===== src/rtl/dm_mem_bus_arbiter_if.sv =====
// Bus bundle between the core's debug-mode fetch/load-store ports, the
// arbiter and the debug memory port.
//   slave  : the arbiter's view (takes core requests, drives the memory port)
//   master : the environment's view (core ports plus the debug memory)
interface dm_mem_bus_arbiter_if #(
    parameter int unsigned BusWidth = 32
);
    localparam int unsigned BeWidth = BusWidth / 8;

    // fetch port
    logic                i_req_i;
    logic [BusWidth-1:0] i_addr_i;
    logic                i_flush_i;
    logic                i_gnt_o;
    logic                i_rvalid_o;
    logic [BusWidth-1:0] i_rdata_o;
    logic                i_err_o;

    // load/store port
    logic                d_req_i;
    logic                d_we_i;
    logic [BusWidth-1:0] d_addr_i;
    logic [BusWidth-1:0] d_wdata_i;
    logic [BeWidth-1:0]  d_be_i;
    logic                d_gnt_o;
    logic                d_rvalid_o;
    logic [BusWidth-1:0] d_rdata_o;
    logic                d_err_o;

    // debug memory port
    logic                dm_req_o;
    logic                dm_we_o;
    logic [BusWidth-1:0] dm_addr_o;
    logic [BusWidth-1:0] dm_wdata_o;
    logic [BeWidth-1:0]  dm_be_o;
    logic [BusWidth-1:0] dm_rdata_i;

    modport slave (
        input  i_req_i, i_addr_i, i_flush_i,
        output i_gnt_o, i_rvalid_o, i_rdata_o, i_err_o,
        input  d_req_i, d_we_i, d_addr_i, d_wdata_i, d_be_i,
        output d_gnt_o, d_rvalid_o, d_rdata_o, d_err_o,
        output dm_req_o, dm_we_o, dm_addr_o, dm_wdata_o, dm_be_o,
        input  dm_rdata_i
    );

    modport master (
        output i_req_i, i_addr_i, i_flush_i,
        input  i_gnt_o, i_rvalid_o, i_rdata_o, i_err_o,
        output d_req_i, d_we_i, d_addr_i, d_wdata_i, d_be_i,
        input  d_gnt_o, d_rvalid_o, d_rdata_o, d_err_o,
        input  dm_req_o, dm_we_o, dm_addr_o, dm_wdata_o, dm_be_o,
        output dm_rdata_i
    );
endinterface


===== src/rtl/dm_mem_bus_arbiter.sv =====
// Round-robin arbiter sharing the debug memory port between the debug-mode
// fetch and load/store ports. Grants are combinational; a one-entry tracker
// routes the single-cycle-latency response (or a window error) back.
module dm_mem_bus_arbiter #(
    parameter int unsigned         BusWidth      = 32,
    parameter logic [BusWidth-1:0] DmBaseAddress = '0
) (
    input logic                  clk_i,
    input logic                  rst_ni,
    dm_mem_bus_arbiter_if.slave  bus
);
    localparam int unsigned BeWidth = BusWidth / 8;
    localparam int unsigned WinLsb  = 12;

    typedef enum logic {
        SrcFetch = 1'b0,
        SrcData  = 1'b1
    } src_e;

    src_e last_q;
    logic resp_v_q;
    src_e resp_src_q;
    logic resp_err_q;
    logic resp_we_q;

    logic                fetch_req;
    logic                gnt_i;
    logic                gnt_d;
    logic                any_gnt;
    logic [BusWidth-1:0] sel_addr;
    logic                in_win;
    logic                dm_req;
    logic [BusWidth-1:0] resp_rdata;
    logic                i_rvalid;
    logic                d_rvalid;

    // Arbitration and window check for the current request cycle
    always_comb begin
        fetch_req = bus.i_req_i & ~bus.i_flush_i;
        gnt_i     = fetch_req   & (~bus.d_req_i | (last_q == SrcData));
        gnt_d     = bus.d_req_i & (~fetch_req   | (last_q == SrcFetch));
        any_gnt   = gnt_i | gnt_d;
        sel_addr  = gnt_d ? bus.d_addr_i : bus.i_addr_i;
        in_win    = (sel_addr[BusWidth-1:WinLsb] == DmBaseAddress[BusWidth-1:WinLsb]);
        dm_req    = any_gnt & in_win;
    end

    // Memory-side mux; everything is zero unless an in-window grant is made
    always_comb begin
        bus.dm_req_o   = dm_req;
        bus.dm_we_o    = 1'b0;
        bus.dm_addr_o  = '0;
        bus.dm_wdata_o = '0;
        bus.dm_be_o    = '0;
        if (dm_req) begin
            bus.dm_addr_o = sel_addr;
            if (gnt_d) begin
                bus.dm_we_o    = bus.d_we_i;
                bus.dm_wdata_o = bus.d_wdata_i;
                bus.dm_be_o    = bus.d_be_i;
            end else begin
                bus.dm_be_o    = {BeWidth{1'b1}};
            end
        end
    end

    // Response routing; errors and write acks return zero data
    always_comb begin
        resp_rdata     = (resp_err_q | resp_we_q) ? '0 : bus.dm_rdata_i;
        i_rvalid       = resp_v_q & (resp_src_q == SrcFetch) & ~bus.i_flush_i;
        d_rvalid       = resp_v_q & (resp_src_q == SrcData);
        bus.i_gnt_o    = gnt_i;
        bus.d_gnt_o    = gnt_d;
        bus.i_rvalid_o = i_rvalid;
        bus.i_rdata_o  = i_rvalid ? resp_rdata : '0;
        bus.i_err_o    = i_rvalid & resp_err_q;
        bus.d_rvalid_o = d_rvalid;
        bus.d_rdata_o  = d_rvalid ? resp_rdata : '0;
        bus.d_err_o    = d_rvalid & resp_err_q;
    end

    // Round-robin history and response tracker, reloaded on every grant
    always_ff @(posedge clk_i or negedge rst_ni) begin
        if (!rst_ni) begin
            last_q     <= SrcData;
            resp_v_q   <= 1'b0;
            resp_src_q <= SrcFetch;
            resp_err_q <= 1'b0;
            resp_we_q  <= 1'b0;
        end else if (any_gnt) begin
            last_q     <= gnt_d ? SrcData : SrcFetch;
            resp_v_q   <= 1'b1;
            resp_src_q <= gnt_d ? SrcData : SrcFetch;
            resp_err_q <= ~in_win;
            resp_we_q  <= gnt_d & bus.d_we_i;
        end else begin
            resp_v_q   <= 1'b0;
            resp_src_q <= SrcFetch;
            resp_err_q <= 1'b0;
            resp_we_q  <= 1'b0;
        end
    end
endmodule


===== src/flat_wrapper.sv =====
// flat-port wrapper written by rule: the top's interface ports become plain ports
module dm_mem_bus_arbiter_flat 
#(
    parameter int unsigned         BusWidth      = 32,
    parameter logic [BusWidth-1:0] DmBaseAddress = '0
)
  (clk_i, rst_ni, bus_i_req_i, bus_i_addr_i, bus_i_flush_i, bus_i_gnt_o, bus_i_rvalid_o, bus_i_rdata_o, bus_i_err_o, bus_d_req_i, bus_d_we_i, bus_d_addr_i, bus_d_wdata_i, bus_d_be_i, bus_d_gnt_o, bus_d_rvalid_o, bus_d_rdata_o, bus_d_err_o, bus_dm_req_o, bus_dm_we_o, bus_dm_addr_o, bus_dm_wdata_o, bus_dm_be_o, bus_dm_rdata_i);
  dm_mem_bus_arbiter_if #(.BusWidth(BusWidth)) bus_i ();
  input logic clk_i;
  input logic rst_ni;
  input wire logic [$bits(bus_i.i_req_i)-1:0] bus_i_req_i;
  input wire logic [$bits(bus_i.i_addr_i)-1:0] bus_i_addr_i;
  input wire logic [$bits(bus_i.i_flush_i)-1:0] bus_i_flush_i;
  output wire logic [$bits(bus_i.i_gnt_o)-1:0] bus_i_gnt_o;
  output wire logic [$bits(bus_i.i_rvalid_o)-1:0] bus_i_rvalid_o;
  output wire logic [$bits(bus_i.i_rdata_o)-1:0] bus_i_rdata_o;
  output wire logic [$bits(bus_i.i_err_o)-1:0] bus_i_err_o;
  input wire logic [$bits(bus_i.d_req_i)-1:0] bus_d_req_i;
  input wire logic [$bits(bus_i.d_we_i)-1:0] bus_d_we_i;
  input wire logic [$bits(bus_i.d_addr_i)-1:0] bus_d_addr_i;
  input wire logic [$bits(bus_i.d_wdata_i)-1:0] bus_d_wdata_i;
  input wire logic [$bits(bus_i.d_be_i)-1:0] bus_d_be_i;
  output wire logic [$bits(bus_i.d_gnt_o)-1:0] bus_d_gnt_o;
  output wire logic [$bits(bus_i.d_rvalid_o)-1:0] bus_d_rvalid_o;
  output wire logic [$bits(bus_i.d_rdata_o)-1:0] bus_d_rdata_o;
  output wire logic [$bits(bus_i.d_err_o)-1:0] bus_d_err_o;
  output wire logic [$bits(bus_i.dm_req_o)-1:0] bus_dm_req_o;
  output wire logic [$bits(bus_i.dm_we_o)-1:0] bus_dm_we_o;
  output wire logic [$bits(bus_i.dm_addr_o)-1:0] bus_dm_addr_o;
  output wire logic [$bits(bus_i.dm_wdata_o)-1:0] bus_dm_wdata_o;
  output wire logic [$bits(bus_i.dm_be_o)-1:0] bus_dm_be_o;
  input wire logic [$bits(bus_i.dm_rdata_i)-1:0] bus_dm_rdata_i;
  assign bus_i.i_req_i = bus_i_req_i;
  assign bus_i.i_addr_i = bus_i_addr_i;
  assign bus_i.i_flush_i = bus_i_flush_i;
  assign bus_i_gnt_o = bus_i.i_gnt_o;
  assign bus_i_rvalid_o = bus_i.i_rvalid_o;
  assign bus_i_rdata_o = bus_i.i_rdata_o;
  assign bus_i_err_o = bus_i.i_err_o;
  assign bus_i.d_req_i = bus_d_req_i;
  assign bus_i.d_we_i = bus_d_we_i;
  assign bus_i.d_addr_i = bus_d_addr_i;
  assign bus_i.d_wdata_i = bus_d_wdata_i;
  assign bus_i.d_be_i = bus_d_be_i;
  assign bus_d_gnt_o = bus_i.d_gnt_o;
  assign bus_d_rvalid_o = bus_i.d_rvalid_o;
  assign bus_d_rdata_o = bus_i.d_rdata_o;
  assign bus_d_err_o = bus_i.d_err_o;
  assign bus_dm_req_o = bus_i.dm_req_o;
  assign bus_dm_we_o = bus_i.dm_we_o;
  assign bus_dm_addr_o = bus_i.dm_addr_o;
  assign bus_dm_wdata_o = bus_i.dm_wdata_o;
  assign bus_dm_be_o = bus_i.dm_be_o;
  assign bus_i.dm_rdata_i = bus_dm_rdata_i;
  dm_mem_bus_arbiter #(.BusWidth(BusWidth), .DmBaseAddress(DmBaseAddress)) u_core (.clk_i(clk_i), .rst_ni(rst_ni), .bus(bus_i));
endmodule

===== config.mk =====
export PLATFORM = sky130hd
export DESIGN_NAME = dm_mem_bus_arbiter_flat
export DESIGN_NICKNAME = d
export VERILOG_FILES = /design/src/rtl/dm_mem_bus_arbiter_if.sv /design/src/rtl/dm_mem_bus_arbiter.sv /design/src/flat_wrapper.sv
export SDC_FILE = /design/constraint.sdc
export NUM_CORES = 1
export LEC_CHECK = 0
export BUFFER_PORTS_ARGS = -buffer_cell sky130_fd_sc_hd__buf_2
export CORE_AREA = 2 2 107 109
export DETAILED_ROUTE_END_ITERATION = 8
export DIE_AREA = 0 0 109 111
export PLACE_DENSITY = 0.54
export RECOVER_POWER = 100
export SYNTH_ARGS = -nofsm -noshare
export SYNTH_HDL_FRONTEND = slang
export SYNTH_SLANG_ARGS = --single-unit

===== constraint.sdc =====
create_clock -name clk_i -period 4.3 [get_ports clk_i]
set_input_delay 0.86 -clock clk_i [delete_from_list [all_inputs] [get_ports clk_i]]
set_output_delay 0.86 -clock clk_i [all_outputs]
set_load 0.1 [all_outputs]

## Word level (Yosys, flattened, before mapping)

Index checks and enable logic that the tools add are counted.

| word-level totals | value |
|---|---|
| input port bits | 138 |
| bits in registers | 5 |
| output and inout port bits | 140 |

| operators by class | value |
|---|---|
| reductions and logical operators | 1 |
| bitwise operators | 20 |
| mux-type cells | 16 |

Operator list:

| operator | number |
|---|---|
| $mux 32 | 7 |
| $logic_not 20->1 | 1 |
| $and 1x1->1 | 10 |
| $mux 4 | 2 |
| $mux 1 | 7 |
| $not 1->1 | 6 |
| $or 1x1->1 | 4 |

## Depth between registers and ports, before layout

Gate-level depths: netlist (run 1).

| depth | value |
|---|---|
| word-level depth | 9 |
| gate-level depth with buffers | 6 |
| gate-level depth less buffers | 5 |

## Least setup slack after synthesis (run 1)

Ideal clock, no wire load.

| timing path | value |
|---|---|
| path type | input-to-output |
| start | in bus_i_addr_i[13] |
| end | out bus_dm_addr_o[0] |
| setup slack | -659 ps |
| data arrival time | 4099 ps |
| required time | 3440 ps |
| buffers on the path | 0 |
| stages on the path | 4 |
| cell sequence | or4_1 > nor3_1 > nand2_2 > a221oi_1 |

| between the ends | value |
|---|---|
| cells in the longest elaborated chain, start to end | 4 |

Ends and longest elaborated chain:

| element | line | RTL |
|---|---|---|
| from (decl) | flat_wrapper.sv:12 | `input wire logic [$bits(bus_i.i_addr_i)-1:0] bus_i_addr_i;` |
| $mux 32 | dm_mem_bus_arbiter.sv:43 | `sel_addr = gnt_d ? bus.d_addr_i : bus.i_addr_i;` |
| $logic_not 20->1 | dm_mem_bus_arbiter.sv:44 | `in_win = (sel_addr[BusWidth-1:WinLsb] == DmBaseAddress[BusWidth-1:WinLsb]);` |
| $and 1x1->1 | dm_mem_bus_arbiter.sv:45 | `dm_req = any_gnt & in_win;` |
| $mux 32 | dm_mem_bus_arbiter.sv:55 | `if (dm_req) begin` |
| to (decl) | flat_wrapper.sv:29 | `output wire logic [$bits(bus_i.dm_addr_o)-1:0] bus_dm_addr_o;` |

No other way between the ends.

## Final worst setup path (run 1)

| timing path | value |
|---|---|
| start | in bus_i_flush_i |
| end | out bus_dm_be_o[0] |

| between the ends | value |
|---|---|
| elaborated cells on any way between the ends | 12 |
| those cells by class | 3 x mux; 8 x bitwise; 1 x reduce/logical |

RTL lines:

| element | line | RTL |
|---|---|---|
| from (decl) | flat_wrapper.sv:13 | `input wire logic [$bits(bus_i.i_flush_i)-1:0] bus_i_flush_i;` |
| $not 1->1 (*) | dm_mem_bus_arbiter.sv:39 | `fetch_req = bus.i_req_i & ~bus.i_flush_i;` |
| $and 1x1->1 (*) | dm_mem_bus_arbiter.sv:39 |  |
| $not 1->1 | dm_mem_bus_arbiter.sv:41 | `gnt_d = bus.d_req_i & (~fetch_req \| (last_q == SrcFetch));` |
| $or 1x1->1 | dm_mem_bus_arbiter.sv:41 |  |
| $and 1x1->1 | dm_mem_bus_arbiter.sv:41 |  |
| $or 1x1->1 (*) | dm_mem_bus_arbiter.sv:42 | `any_gnt = gnt_i \| gnt_d;` |
| via u_core.any_gnt | dm_mem_bus_arbiter.sv:29 | `logic any_gnt;` |
| $and 1x1->1 (*) | dm_mem_bus_arbiter.sv:45 |  |
| $mux 4 (*) | dm_mem_bus_arbiter.sv:55 |  |
| to (decl) | flat_wrapper.sv:31 | `output wire logic [$bits(bus_i.dm_be_o)-1:0] bus_dm_be_o;` |

The timed path passes the listed nets; every way through them passes the cells marked *.

==> summary.txt, run 1 <==
Drt
  – Initial DRC Count: between 100 and 150
  – Post-Route WL: around 8500 µm
  – TritonRoute pass-1 iters: 4
  – Via Count: ~2600
  – Post-DR wirelength/cell: between 10 and 15 µm
  – DR DRC count: 0
  – Post-route ant nets: 0
  – Vias per cell: roughly 4.3

Floorplanning
  – Die area: 12100 µm²
  – Core outline area: around 11000 µm²
  – Die X: roughly 110 µm
  – Initial Util: 13.69%
  – Ports: between 200 and 300
  – Die Y: between 100 and 150 µm
  – Rows: 39

Clocking
  – Clock transition at path regs: about 0.03 ns
  – Clock root cell: clkbuf_16
  – Cts repair resizes: 0
  – Hold buffers post-CTS: 0
  – Clock buffer depth: 2
  – TritonCTS clock tree: built
  – Skew-Pair Late Insertion Delay: between 0.2 and 0.25 ns
  – Setup bufs post-CTS: 0
  – CTS Buf Count: 3
  – H-tree depth: 1
  – Clock net sink count: 5

Critical path
  – Critical Path Source Type: primary input
  – Crit Reg-Reg Endpoint: u_core.resp_err_q
  – Crit end category: primary output
  – CP Max Fanout: 14
  – Worst path cell trace: clkbuf_1, nand2b_1, and2_0, clkbuf_1, inv_1, o21ai_0, a21oi_2, buf_2
  – Worst R2R Setup Slack: ~2.5 ns
  – CP max stage cell: clkbuf_1
  – R2r worst-path depth: 5
  – Crit path kind: primary input to primary output
  – Most frequent CP cell: clkbuf_1
  – Arrival time worst endpoint: roughly 3 ns
  – Required time worst endpoint: between 3 and 4 ns
  – Reg2reg start: u_core.last_q
  – Buf/Inv on CP: 4
  – Max incr delay on CP: about 0.80 ns
  – Top cell family by delay on the critical path: buffers and inverters

Synth
  – Area of the mapped netlist: approximately 1500 µm²
  – Top FF cell, synth: dfrtp_1
  – Cell count after synthesis: around 230
  – Post-Syn Area per Cell: between 6 and 7 µm²
  – Synth warn: 0
  – Yosys cell types: 30
  – EDFF count, synth: 0
  – Register area share after synthesis: under 10%
  – Async S/R FF share, synth: 100.0%
  – #FFs+latches synth: 5

STA
  – Final setup viols: 0
  – Tcrit/Tclk final: 90.09%
  – Final min period: 3.874 ns
  – Worst slew pin tran: 1.311 ns
  – Hold violation total from the final report: 0
  – RSZ-0062 raised after global routing: no
  – Setup TNS: 0 ns
  – Fin worst setup slack: 0.4263 ns
  – Slew HR: 12.54%
  – Slew Viols, Final: 0
  – Min Hold Slack: about 0.47 ns
  – Clk_skew: slightly above 0.0007 ns
  – Peak Freq: ~260 MHz

Global routing
  – Global-route wire length before repair: 12220 µm
  – Largest net degree at the start of global routing: 65
  – Initial antenna violation count: 0
  – Vias in the first global route: roughly 2500
  – GRT Total Usage: between 10% and 20%
  – Total gr overflow: 0

Pwr
  – Power share of the combinational group: between 60 and 70%
  – Pint: 242.1 µW
  – Total power: ~550 µW
  – Switching power share of the total: ~56%
  – VDD IR max: 0.0001030 V
  – PwrDens: between 150 and 200 nW/µm²
  – P_sw: between 300 and 400 µW
  – Leak: 1.899 nW
  – Part of the power in registers: under 10%
  – Clock power share: around 28%

Final layout
  – Share of cells above drive strength 1: roughly 44%
  – Antenna diodes: 0
  – Fillers: 1281
  – Most frequent cells in the layout: 137 x buf_2, 101 x and3_1, 73 x clkbuf_1
  – Most common cell after layout, fill and taps aside: buf_2
  – Final nets: just over 600
  – P&R area growth vs syn: 97.52%
  – Non-Filler Instances: around 620

Run status
  – Status: finished clean

Placed design
  – Worst slack, placed: about 0.56 ns
  – DP Wirelength: about 7300 µm
  – Final Wtd Congestion: ~0.81
  – I/O Buffers: around 260
  – Cells after DPL: roughly 610

Hold path
  – HP Class: primary input to asynchronous set/reset pin

Flow run
  – Max Cap Viol: 0
[power groups by stage]
stage | Sequential [mW] | Combinational (mW) | Clock [mW]
after global routing | 0.0547 | 0.357 | 0.156
after detailed placement | 0.0547 | 0.347 | 0
after CTS | 0.0542 | 0.347 | 0.154
after floorplan | 0.0532 | 0.267 | 0
after global placement | 0.0549 | 0.343 | 0
final | 0.0540 | 0.339 | 0.152
[worst register-to-register path: stages (launching register included)]
cell and delay, ns:
dfstp_2 0.52, nand3b_1 0.20, and3_1 0.43, nand2_1 0.15, buf_4 0.28, and3_1 0.19
[routing by layer]
layer,part of all wire [%],global-route usage [%],wire [µm],up-vias
met5,0,0,0,-
met4,1.1,3.932,98,0
met3,10,2.234,870,6
met2,51,25.13,4393,170
met1,37,13.32,3176,1181
li1,-,-,-,1284
[flip-flops by register name, indices dropped and copies added, names as in the netlist]
register,count
u_core.resp_err_q,1
u_core.last_q,1
u_core.resp_we_q,1
u_core.resp_src_q,1
u_core.resp_v_q,1
[synth_stat cells (2+ instances only)]
cell | count | share of area [%]
clkbuf_1 | 20 | 5.0
or4_1 | 4 | 2.0
and2_1 | 2 | 0.82
a21oi_1 | 8 | 2.6
nand2_1 | 27 | 6.7
buf_1 | 2 | 0.50
buf_2 | 2 | 0.66
a221oi_1 | 4 | 2.3
nand3_1 | 4 | 1.3
a221oi_2 | 8 | 7.9
dfrtp_1 | 4 | 6.6
buf_4 | 20 | 9.9
inv_1 | 4 | 0.99
nor2_1 | 2 | 0.50
and3_1 | 101 | 42
nor4_1 | 5 | 2.1
[layout make-up]
class                           instances  area [µm²]  share of cell area [%]
Multi-Input combinational cell        195        1249                   41.69
Sequential cell                         5       126.4                   4.219
Timing Repair Buffer                  264        1344                   44.86
Inverter                                5       18.77                  0.6266
Tap cell                              143       178.9                   5.973
Clock buffer                            4       78.83                   2.632
[worst max-delay path by stage]
stage                                start                to  depth (start not counted)
after floorplan           bus_i_addr_i[13]  bus_dm_addr_o[0]                          4
after global placement    bus_i_addr_i[13]  bus_dm_addr_o[2]                          6
after detailed placement  bus_i_addr_i[12]  bus_dm_addr_o[1]                          6
after CTS                 bus_i_addr_i[12]  bus_dm_addr_o[0]                          6
after global routing         bus_i_flush_i  bus_dm_addr_o[2]                          7
final                        bus_i_flush_i    bus_dm_be_o[0]                          8
[logic make-up (layout without fill, tap and decap cells)]
| family | count (synthesis) | count (layout) | synth area share (%) |
|---|---|---|---|
| AOI/OAI and AO/OA | 22 | 22 | 14.52 |
| buffers and inverters | 50 | 273 | 17.99 |
| DFF | 5 | 5 | 8.334 |
| other | 1 | 20 | 0.2473 |
| and+or+nand+nor | 153 | 153 | 58.91 |
[metrics by stage]
stage,utilization [%],instance area (µm²)
finish,27.04,2995
global route,27.04,2995
CTS,29.47,3264
detailed placement,28.76,3186
global placement,28.76,3186
floorplan,-,1667
No activity file was read; power rests on OpenSTA's default activity.
==> inputs of run 2 (changes only) <==
--- a/config.mk
+++ b/config.mk
@@ -6,11 +6,13 @@
 export NUM_CORES = 1
 export LEC_CHECK = 0
 export BUFFER_PORTS_ARGS = -buffer_cell sky130_fd_sc_hd__buf_2
+export CAP_MARGIN = 20
 export CORE_AREA = 2 2 107 109
 export DETAILED_ROUTE_END_ITERATION = 8
 export DIE_AREA = 0 0 109 111
-export PLACE_DENSITY = 0.54
+export PLACE_DENSITY = 0.47
 export RECOVER_POWER = 100
+export REMOVE_ABC_BUFFERS = 1
 export SYNTH_ARGS = -nofsm -noshare
 export SYNTH_HDL_FRONTEND = slang
 export SYNTH_SLANG_ARGS = --single-unit
==> run 2 against run 1 <==
Compared with the run above: sequential power fell by 1%; highest routed layer unchanged; combinational power decreased by 2%; clock skew is essentially flat; largest cell class unchanged.
==> summary.txt, run 2 (same netlist as run 1, synthesis figures left out) <==
Run status
  – Status: finished clean

STA
  – Final setup viols: 0
  – Worst slew pin tran: between 1 and 1.5 ns
  – Slew HR: ~17%
  – Slew Viols, Final: 0
  – Tcrit/Tclk final: about nine tenths
  – Clk_skew: 0.001096 ns
  – Peak Freq: roughly 260 MHz
  – Hold violation total from the final report: 0
  – Final min period: slightly below 4 ns
  – Min Hold Slack: ~0.47 ns
  – RSZ-0062 raised after global routing: no

Hold path
  – HP Class: primary input to asynchronous set/reset pin

Clocking
  – Clock buffer depth: 2
  – Skew-Pair Late Insertion Delay: about 0.23 ns
  – Clock root cell: clkbuf_16
  – CTS Buf Count: 3
  – TritonCTS clock tree: built
  – Setup bufs post-CTS: 0
  – Hold buffers post-CTS: 0
  – Clock net sink count: 5
  – Cts repair resizes: 0
  – Clock transition at path regs: about 0.03 ns
  – H-tree depth: 1

Global routing
  – Initial antenna violation count: 0
  – Total gr overflow: 0
  – Global-route wire length before repair: about 12000 µm
  – Largest net degree at the start of global routing: 65
  – Vias in the first global route: roughly 2500
  – GRT Total Usage: 12.32%

Placed design
  – DP Wirelength: approximately 6700 µm
  – Final Wtd Congestion: approximately 0.77
  – I/O Buffers: ~260
  – Dpl cell area: around 3100 µm²

Final layout
  – Antenna diodes: 0
  – Final design utilization: roughly a quarter
  – Final nets: 611
  – Most frequent cells in the layout: 136 x buf_2, 105 x clkbuf_1, 101 x and3_1
  – Design area: just under 3000 µm²
  – P&R area growth vs syn: 93.07%
  – Most common cell after layout, fill and taps aside: buf_2
  – Share of cells above drive strength 1: 35.59%
  – Fillers: approximately 1300

Drt
  – TritonRoute pass-1 iters: 4
  – Initial DRC Count: around 110
  – DR DRC count: 0
  – Post-Route WL: a little over 8000 µm
  – Post-DR wirelength/cell: between 10 and 15 µm
  – Via Count: about 2600
  – Vias per cell: between 4 and 5
  – Post-route ant nets: 0

Floorplanning
  – Rows: 39
  – Core outline area: 11080 µm²
  – Die area: roughly 12000 µm²
  – Ports: between 200 and 300
  – Initial Util: 13.69%
  – Die Y: about 110 µm
  – Die X: around 110 µm

Pwr
  – PwrDens: roughly 180 nW/µm²
  – Total power: around 540 µW
  – VDD IR max: 0.0001329 V
  – Leak: between 1.5 and 2 nW

Critical path
  – Required time worst endpoint: about 3.4 ns
  – Crit path from: bus_i_flush_i
  – Crit end category: primary output
  – Arrival time worst endpoint: 2.98 ns
  – CP Max Fanout: 32
  – R2r worst-path depth: 4
  – Critical Path Source Type: primary input
  – Reg2reg start: u_core.last_q
  – Crit path kind: primary input to primary output

Flow run
  – Max Cap Viol: 0
## run 2: cell types whose count changed in the layout (fill, tap and decap cells not counted), sizes merged
cell	change
clkbuf	-6
buf	+4
clkinv	+1
## run 2: worst max-delay path, cell delays in order
cell,delay [ns]
clkbuf_1,0.13
nand3b_1,0.30
and3_1,0.30
buf_4,0.28
and3_1,0.19
clkbuf_1,0.90
## run 2: path summary, 6_finish.rpt
check | endpoint | slack (ns)
max | bus_dm_wdata_o[3] | 0.46
min | u_core.resp_src_q | 0.47
max reg2reg | u_core.resp_err_q | 2.50
min reg2reg | u_core.last_q | 0.49
max in group asynchronous | u_core.last_q | 3.57
min in group clk_i | u_core.last_q | 0.49
## run 2: area by class of cell
type / instances / area [µm²] / area share (%)
timing repair buffer: 263 / 1378 / 47.05
clock buffer: 3 / 75.07 / 2.564
inverter: 5 / 18.77 / 0.6410
multi-input combinational: 195 / 1146 / 39.15
clock inverter: 1 / 5.005 / 0.1709
tap: 143 / 178.9 / 6.111
sequential: 5 / 126.4 / 4.316
## run 2: report_power, final
group / total (mW) / switching (mW) / internal, mW
clock: 0.152 / 0.0309 / 0.121
combinational: 0.333 / 0.265 / 0.0674
sequential: 0.0534 / 0.00195 / 0.0515
## run 2: per-layer routing
layer | GRT usage (%) | vias up | share of wire [%]
met5 | 0 | - | 0
li1 | - | 1282 | -
met1 | 13.10 | 1173 | 37
met2 | 24.60 | 175 | 51
met3 | 2.116 | 7 | 11
met4 | 2.308 | 0 | 0.66
## run 2: per-stage QoR
stage                     setup TNS (ns)  cells  worst slack [ns]
after floorplan                   -68.44    205            -1.839
after global placement                 0    611            0.5967
after detailed placement               0    611            0.5511
after CTS                              0    615            0.5362
after global routing                   0    615            0.2666
final                                  0    615            0.4561
